**src/rtl/txtbuf_arbiter.sv**
```systemverilog
// txtbuf_arbiter: shares the single-port text-page RAM between the VDP
// character fetch (video, default priority) and the CPU bus.
// Optional build macro: TXTARB_STATS_EN adds the conf_cnt contention counter.
module txtbuf_arbiter #(
    parameter int unsigned          ADR_W    = 16,
    parameter int unsigned          DAT_W    = 8,
    parameter logic [ADR_W-1:0]     WIN_LO   = 16'h0400,
    parameter logic [ADR_W-1:0]     WIN_HI   = 16'h07F8,
    parameter int unsigned          MAX_WAIT = 4
) (
    input  logic             CLOCK_50,
    input  logic             res,
    input  logic             vid_req,
    input  logic [ADR_W-1:0] vid_adr,
    output logic             vid_ack,
    output logic             vid_valid,
    output logic [DAT_W-1:0] vid_q,
    input  logic             cpu_req,
    input  logic             cpu_we,
    input  logic [ADR_W-1:0] cpu_adr,
    input  logic [DAT_W-1:0] cpu_d,
    output logic             cpu_ack,
    output logic             cpu_valid,
    output logic [DAT_W-1:0] cpu_q,
`ifdef TXTARB_STATS_EN
    output logic [15:0]      conf_cnt,
`endif
    output logic [ADR_W-1:0] ram_adr,
    output logic             ram_we,
    output logic [DAT_W-1:0] ram_d,
    input  logic [DAT_W-1:0] ram_q
);

    localparam int unsigned     WC_W   = $clog2(MAX_WAIT + 1);
    localparam logic [WC_W-1:0] WC_MAX = WC_W'(MAX_WAIT);

    typedef enum logic [1:0] {
        GRANT_NONE,
        GRANT_VID,
        GRANT_CPU
    } grant_t;

    grant_t          state;
    grant_t          state_nxt;
    logic [WC_W-1:0] wait_cnt;
    logic            vid_mreq;
    logic            cpu_mreq;
    logic            cpu_in_win;

    // Read pipeline: s1 = ack cycle, s2 = RAM data cycle
    logic            cpu_rd_s1;
    logic            cpu_oow_s1;
    logic            vid_rd_s2;
    logic            cpu_rd_s2;
    logic            cpu_oow_s2;

    // Grant register: the state names whoever owns the RAM port this cycle
    always_ff @(posedge CLOCK_50 or negedge res) begin
        if (!res) begin
            state <= GRANT_NONE;
        end else begin
            state <= state_nxt;
        end
    end

    // Masked requests, priority decision and ack decode
    always_comb begin
        vid_mreq   = vid_req && (state != GRANT_VID);
        cpu_mreq   = cpu_req && (state != GRANT_CPU);
        cpu_in_win = (cpu_adr >= WIN_LO) && (cpu_adr <= WIN_HI);
        state_nxt  = GRANT_NONE;
        if (vid_mreq && cpu_mreq) begin
            state_nxt = (wait_cnt == WC_MAX) ? GRANT_CPU : GRANT_VID;
        end else if (vid_mreq) begin
            state_nxt = GRANT_VID;
        end else if (cpu_mreq) begin
            state_nxt = GRANT_CPU;
        end
        vid_ack = (state == GRANT_VID);
        cpu_ack = (state == GRANT_CPU);
    end

    // CPU starvation counter: counts edges the CPU waited and lost
    always_ff @(posedge CLOCK_50 or negedge res) begin
        if (!res) begin
            wait_cnt <= '0;
        end else if (cpu_mreq && (state_nxt != GRANT_CPU)) begin
            wait_cnt <= (wait_cnt == WC_MAX) ? WC_MAX : wait_cnt + 1'b1;
        end else begin
            wait_cnt <= '0;
        end
    end

    // Registered RAM port; address and data hold while idle
    always_ff @(posedge CLOCK_50 or negedge res) begin
        if (!res) begin
            ram_adr    <= '0;
            ram_we     <= 1'b0;
            ram_d      <= '0;
            cpu_rd_s1  <= 1'b0;
            cpu_oow_s1 <= 1'b0;
        end else begin
            cpu_rd_s1  <= (state_nxt == GRANT_CPU) && !cpu_we;
            cpu_oow_s1 <= !cpu_in_win;
            case (state_nxt)
                GRANT_VID: begin
                    ram_adr <= vid_adr;
                    ram_we  <= 1'b0;
                end
                GRANT_CPU: begin
                    ram_adr <= cpu_adr;
                    ram_d   <= cpu_d;
                    ram_we  <= cpu_we && cpu_in_win;
                end
                default: begin
                    ram_we  <= 1'b0;
                end
            endcase
        end
    end

    // Read-return pipeline: capture RAM data two cycles after the ack
    always_ff @(posedge CLOCK_50 or negedge res) begin
        if (!res) begin
            vid_rd_s2  <= 1'b0;
            cpu_rd_s2  <= 1'b0;
            cpu_oow_s2 <= 1'b0;
            vid_valid  <= 1'b0;
            cpu_valid  <= 1'b0;
            vid_q      <= '0;
            cpu_q      <= '0;
        end else begin
            vid_rd_s2  <= (state == GRANT_VID);
            cpu_rd_s2  <= cpu_rd_s1;
            cpu_oow_s2 <= cpu_oow_s1;
            vid_valid  <= vid_rd_s2;
            cpu_valid  <= cpu_rd_s2;
            if (vid_rd_s2) begin
                vid_q <= ram_q;
            end
            if (cpu_rd_s2) begin
                cpu_q <= cpu_oow_s2 ? '0 : ram_q;
            end
        end
    end

`ifdef TXTARB_STATS_EN
    // Contention statistics: edges where both masked requests compete
    always_ff @(posedge CLOCK_50 or negedge res) begin
        if (!res) begin
            conf_cnt <= '0;
        end else if (vid_mreq && cpu_mreq) begin
            conf_cnt <= conf_cnt + 16'd1;
        end
    end
`endif

endmodule

```
**config.mk**
```make
export PLATFORM = sky130hd
export DESIGN_NAME = txtbuf_arbiter
export DESIGN_NICKNAME = d
export VERILOG_FILES = /design/src/rtl/txtbuf_arbiter.sv
export SDC_FILE = /design/constraint.sdc
export NUM_CORES = 1
export LEC_CHECK = 0
export CORE_MARGIN = 2
export CORE_UTILIZATION = 35
export CTS_CLUSTER_SIZE = 24
export DETAILED_ROUTE_END_ITERATION = 7
export GPL_TIMING_DRIVEN = 1
export PLACE_DENSITY = 0.75
export SYNTH_ARGS = -nofsm -noshare
export SYNTH_HDL_FRONTEND = slang
export SYNTH_SLANG_ARGS = --single-unit
```
**constraint.sdc**
```tcl
create_clock -name CLOCK_50 -period 1.65 [get_ports CLOCK_50]
set_input_delay 0.33 -clock CLOCK_50 [delete_from_list [all_inputs] [get_ports CLOCK_50]]
set_output_delay 0.33 -clock CLOCK_50 [all_outputs]
set_load 0.02 [all_outputs]
```
; Word-level counts from Yosys, hierarchy flattened
; Cells that the tools add are included.
; Widths: inputs -> output; s select.
[totals]
register_bits = 53
out_inout_bits = 45
memories = 0
romBits = 0
wordCells = 44
mem_bits_rw = 0
latchBits = 0
inputBits = 53
[op_classes]
n_addsub = 1
multipliers = 0
magnitude_cmp = 2
n_reduce_logical = 10
div = 0
eq_ne = 8
shifts = 0
n_mux = 9
bitwise_logic = 0
[op_table]
columns = operator, count
row1 = $pmux 16 s2, 1
row2 = $ge 16x11->1 const B, 1
row3 = $le 16x11->1 const B, 1
row4 = $mux 2, 4
row5 = $mux 8, 1
row6 = $logic_and 1x1->1, 7
row7 = $mux 3, 2
row8 = $eq 2x1->1 const B, 2
row9 = $eq 2x2->1 const B, 2
row10 = $ne 2x2->1 const B, 2
row11 = $add 3x1->3 const B, 1
row12 = $eq 3x3->1 const B, 1
row13 = $logic_not 1->1, 2
row14 = $ne 2x1->1 const B, 1
row15 = $reduce_bool 2->1, 1
row16 = $mux 1, 1

; Depth between registers and ports, before layout
[depth]
depth_word = 8
ltp_mapped = 9
depth_no_buf = 7

; Worst setup path after synthesis
; No wires, ideal clock.
[synth_timing]
kind = reg-to-reg
from = register state[0]
to = register ram_adr[10]
t_arrival_ns = 1.761
path_stages_with_launch = 7
path_buffers = 1
setup_time_ns = 0.132
path_slack_ns = -0.244
synth_period_minus_slack_ns = 1.894
required_time_ns = 1.518
cell_sequence = dfrtp_1 nor2b_1 nand2b_4 o211ai_1 ha_1 clkbuf_1 o21ai_1
[synth_via]
elab_chain_cells = 7
elab_cells_between_ends = 12
cone_classes = 4 x eq/ne / 4 x mux / 4 x reduce/logical
[synth_lines]
columns = element, line
row1 = from (decl), 43  ; grant_t state;
row2 = from (signal assigned), 62  ; state <= state_nxt;
row3 = $ne 2x2->1, 69  ; cpu_mreq = cpu_req && (state != GRANT_CPU);
row4 = $logic_and 1x1->1, 69
row5 = $mux 2, 76  ; end else if (cpu_mreq) begin
row6 = $mux 2, 74  ; end else if (vid_mreq) begin
row7 = $mux 2 (*), 72  ; if (vid_mreq && cpu_mreq) begin
row8 = $eq 2x2->1 / $eq 2x1->1 (equally long branches), 105  ; case (state_nxt)
row9 = $pmux 16 s2 / $reduce_bool 2->1 (equally long branches), n/a
row10 = to (signal assigned), 107  ; ram_adr <= vid_adr;
row11 = to (signal assigned), 111  ; ram_adr <= cpu_adr;
row12 = to (decl), 28  ; output logic [ADR_W-1:0] ram_adr,
; Mark *: on every way between the ends. The rest lies on a longest branch, timed or not.
; A chain may end at the register's enable or synchronous reset.

; Worst setup path in the final report
[layout_timing]
from = register wait_cnt[1]
to = register ram_d[6]
[layout_via]
elab_chain_cells = 4
[layout_lines]
columns = element, line
row1 = from (decl), 45  ; logic [WC_W-1:0] wait_cnt;
row2 = from (signal assigned), 88  ; wait_cnt <= (wait_cnt == WC_MAX) ? WC_MAX : wait_cnt + 1'b1;
row3 = $eq 3x3->1, 73  ; state_nxt = (wait_cnt == WC_MAX) ? GRANT_CPU : GRANT_VID;
row4 = $mux 2, 73
row5 = $mux 2, 72
row6 = $eq 2x2->1, 105
row7 = to (signal assigned), 112  ; ram_d <= cpu_d;
row8 = to (decl), 30  ; output logic [DAT_W-1:0] ram_d,
; No other way between the ends.

==> summary.md <==
| Metric | Value |
|---|---|
| Yosys reg bits | 53 |
| Die area | roughly 0.0069 mm² |
| Number of core rows | 28 |
| Clock skew | 9.95 ps |
| Cells after Synth | approximately 180 |
| Max-slew violations | 0 |
| Htree depth | 2 |
| Global-route wire length before repair | between 8000 and 9000 µm |
| CTS clock-pin slew for the worst setup and hold paths | around 100 ps |
| Setup CP Type | reg -> reg |
| Fin. Hold Viols | 0 |
| Remaining DRCs | 0 |
| Antenna violations before repair | 0 |
| GRT Total Usage | 16.1% |
| Port Buffers | 97 |
| Post-synthesis net count | ~230 |
| Sequential share of the synthesized area | 60.2% |
| TNS Setup | -3340 ps |
| Antenna Nets Post-Route | 0 |
| Syn. warnings | 0 |
| Vias in the first global route | between 1500 and 2000 |
| CTS Buf Count | 5 |
| Tightest Hold Check Type | in -> async |
| Commonest cells after routing, fill and taps aside | 61 x clkdlybuf4s50_1, 53 x dfrtp_1, 32 x dlymetal6s2s_1 |
| Area growth syn-to-layout | 65.8% |
| Final Critical Period | 1820 ps |
| Syn avg cell area | 12.4 µm² |
| Pre-antenna DRT Iters | 4 |
| Max frequency | around 0.55 GHz |
| Initial Util | 36.8% |
| Root Buffer Master | clkbuf_8 |
| Slew @ Worst Pin | approximately 480 ps |
| Rel. slew slack | 68.3% |
| Longest Clk Path Bufs | 2 |
| Reg2reg path depth | 7 |
| Core area | approximately 0.006 mm² |
| Crit path arrival time | 2020 ps |
| FF-to-FF setup slack | -170 ps |
| Startpoint Class | flop |
| DIE HEIGHT | about 83 µm |
| Clock sink count | 53 |
| Failing checks | negative setup slack |
| Final setup vio count | 29 |
| Layout cells sized above 1 | 17.8% |
| Final period util | 110% |
| Gpl congestion | 0.709 |
| Synth unique cells | 26 |
| ANT cells | 0 |
| Die Wd | roughly 83 µm |
| Register area | 0.00133 mm² |
| Endpoint class of the critical path | flop |
| Initial drt markers | 49 |
| # fillers | 490 |
| Worst VDD drop | 512 µV |
| WL final | 5560 µm |
| WP data required | 1840 ps |
| PD cells | 1030 mW/mm² |
| Dpl hpwl | about 3900 µm |
| Largest net degree at the start of global routing | 54 |
| Pleak | roughly 1.9 nW |
| Worst-Skew Late Latency | 310 ps |
| Worst reg2reg startpoint | wait_cnt[1]$_DFF_PN0_ |
| Nets | ~350 |
| R2R Path End | ram_d[6]$_DFFE_PN0P_ |
| CTS tree | yes |
| Vias per inst | 4.75 |
| Pwr Total | 3.75 mW |
| GR Overflow Total | 0 |
| Area of the multi-input gates | 878 µm² |
| CP Max Fanout | 8 |
| Worst Setup SP | wait_cnt[1]$_DFF_PN0_ |
| Commonest non-fill, non-tap cell in the layout | clkdlybuf4s50_1 |
| Synthesized area | 0.00220 mm² |
| Run status | finished with violations |
| Hold buffer count at CTS | 0 |
| PnR worst setup slack | -171 ps |
| Vias | 1744 |
| # Max-Cap Violations | 0 |
| Routed WL per cell | between 15 and 20 µm |
| # IOs | 98 |
| RSZ-0062 raised after global routing | true |
Yosys cell counts, drive strengths merged:
cell	number	area [µm²]
a31oi	1	6.26
buf	6	48.8
clkbuf	2	7.51
dfrtp	53	1330
ha	3	37.5
inv	12	45.0
mux2	16	180
mux2i	16	160
nand2	18	67.6
nand2b	2	20.0
nand3	1	5.00
nand3b	10	75.1
nand4	1	6.26
nor2b	2	12.5
nor3	4	20.0
nor4	1	6.26
nor4b	2	30.0
o211a	1	10.0
o211ai	1	7.51
o21ai	25	125
or2	1	6.26
report_power, final:
group	leakage, nW	internal [mW]	switching (mW)
clock	0.0395	0.303	0.405
sequential	0.658	1.53	0.141
combinational	1.19	0.732	0.637
total	1.89	2.57	1.18
registers in the layout, summed over array words and instances, names as in the netlist, 2 cells and up:
signal    flops
cpu_q         8
vid_q         8
ram_adr      16
wait_cnt      3
ram_d         8
state         2
logic make-up after synthesis:
family,synth area share [%]
AO/OA/AOI/OAI,6.76
adder cells (fa/ha/maj),1.70
buffers and inverters,4.60
flip-flops,60.2
multiplexers,15.4
AND/OR/NAND/NOR,11.3
what timing repair did:
action | in CTS | in global routing
setup buffers | 1 | 4
cloned | 0 | 1
setup endpoints to repair | 30 | 60
pin swaps | 0 | 5
resized for setup | 11 | 47
worst max-delay path: stages (launching register included):
cell and delay [ps]:
dfrtp_1 410, inv_2 70, ha_4 140, nand2_4 60, o211ai_1 280, ha_4 280
buf_12 160, mux2_4 300
worst max-delay path by stage:
stage	cells after the start	slack (ps)	end
after floorplan	8	-30	ram_adr[13]$_DFFE_PN0P_
after global placement	6	-370	ram_d[6]$_DFFE_PN0P_
after detailed placement	7	-410	ram_adr[4]$_DFFE_PN0P_
after CTS	7	-150	ram_d[1]$_DFFE_PN0P_
after global routing	8	-230	ram_adr[3]$_DFFE_PN0P_
final	7	-170	ram_d[6]$_DFFE_PN0P_
cell type report:
| type | instances | share of cell area (%) |
|---|---|---|
| clock buffer | 8 | 2.19 |
| inverter | 12 | 1.23 |
| multi-input combinational | 105 | 24.0 |
| sequential | 53 | 36.3 |
| tap | 75 | 2.57 |
| timing repair buffer | 114 | 33.7 |
metal layers:
| layer | share of wire [%] | GRT usage, % | vias to the layer above |
|---|---|---|---|
| met3 | 8.4 | 5.96 | 7 |
| met5 | 0 | 0 | - |
| li1 | - | - | 833 |
| met2 | 47 | 25.8 | 87 |
| met1 | 43 | 20.2 | 817 |
| met4 | 1.4 | 5.37 | 0 |
per-stage QoR:
stage / area, µm² / util (%) / std cells / setup WS (ps) / hold WS [ps]
floorplan: 2220 / - / 178 / -26.3 / 34.4
global placement: 3350 / 55.8 / 353 / -367 / 332
detailed placement: 3350 / 55.8 / 353 / -408 / 350
CTS: 3470 / 57.9 / 362 / -150 / 11.1
global route: 3650 / 61.0 / 367 / -229 / 20.1
finish: 3650 / 61.0 / 367 / -171 / 0.716
No activity file was read; power rests on OpenSTA's default activity.
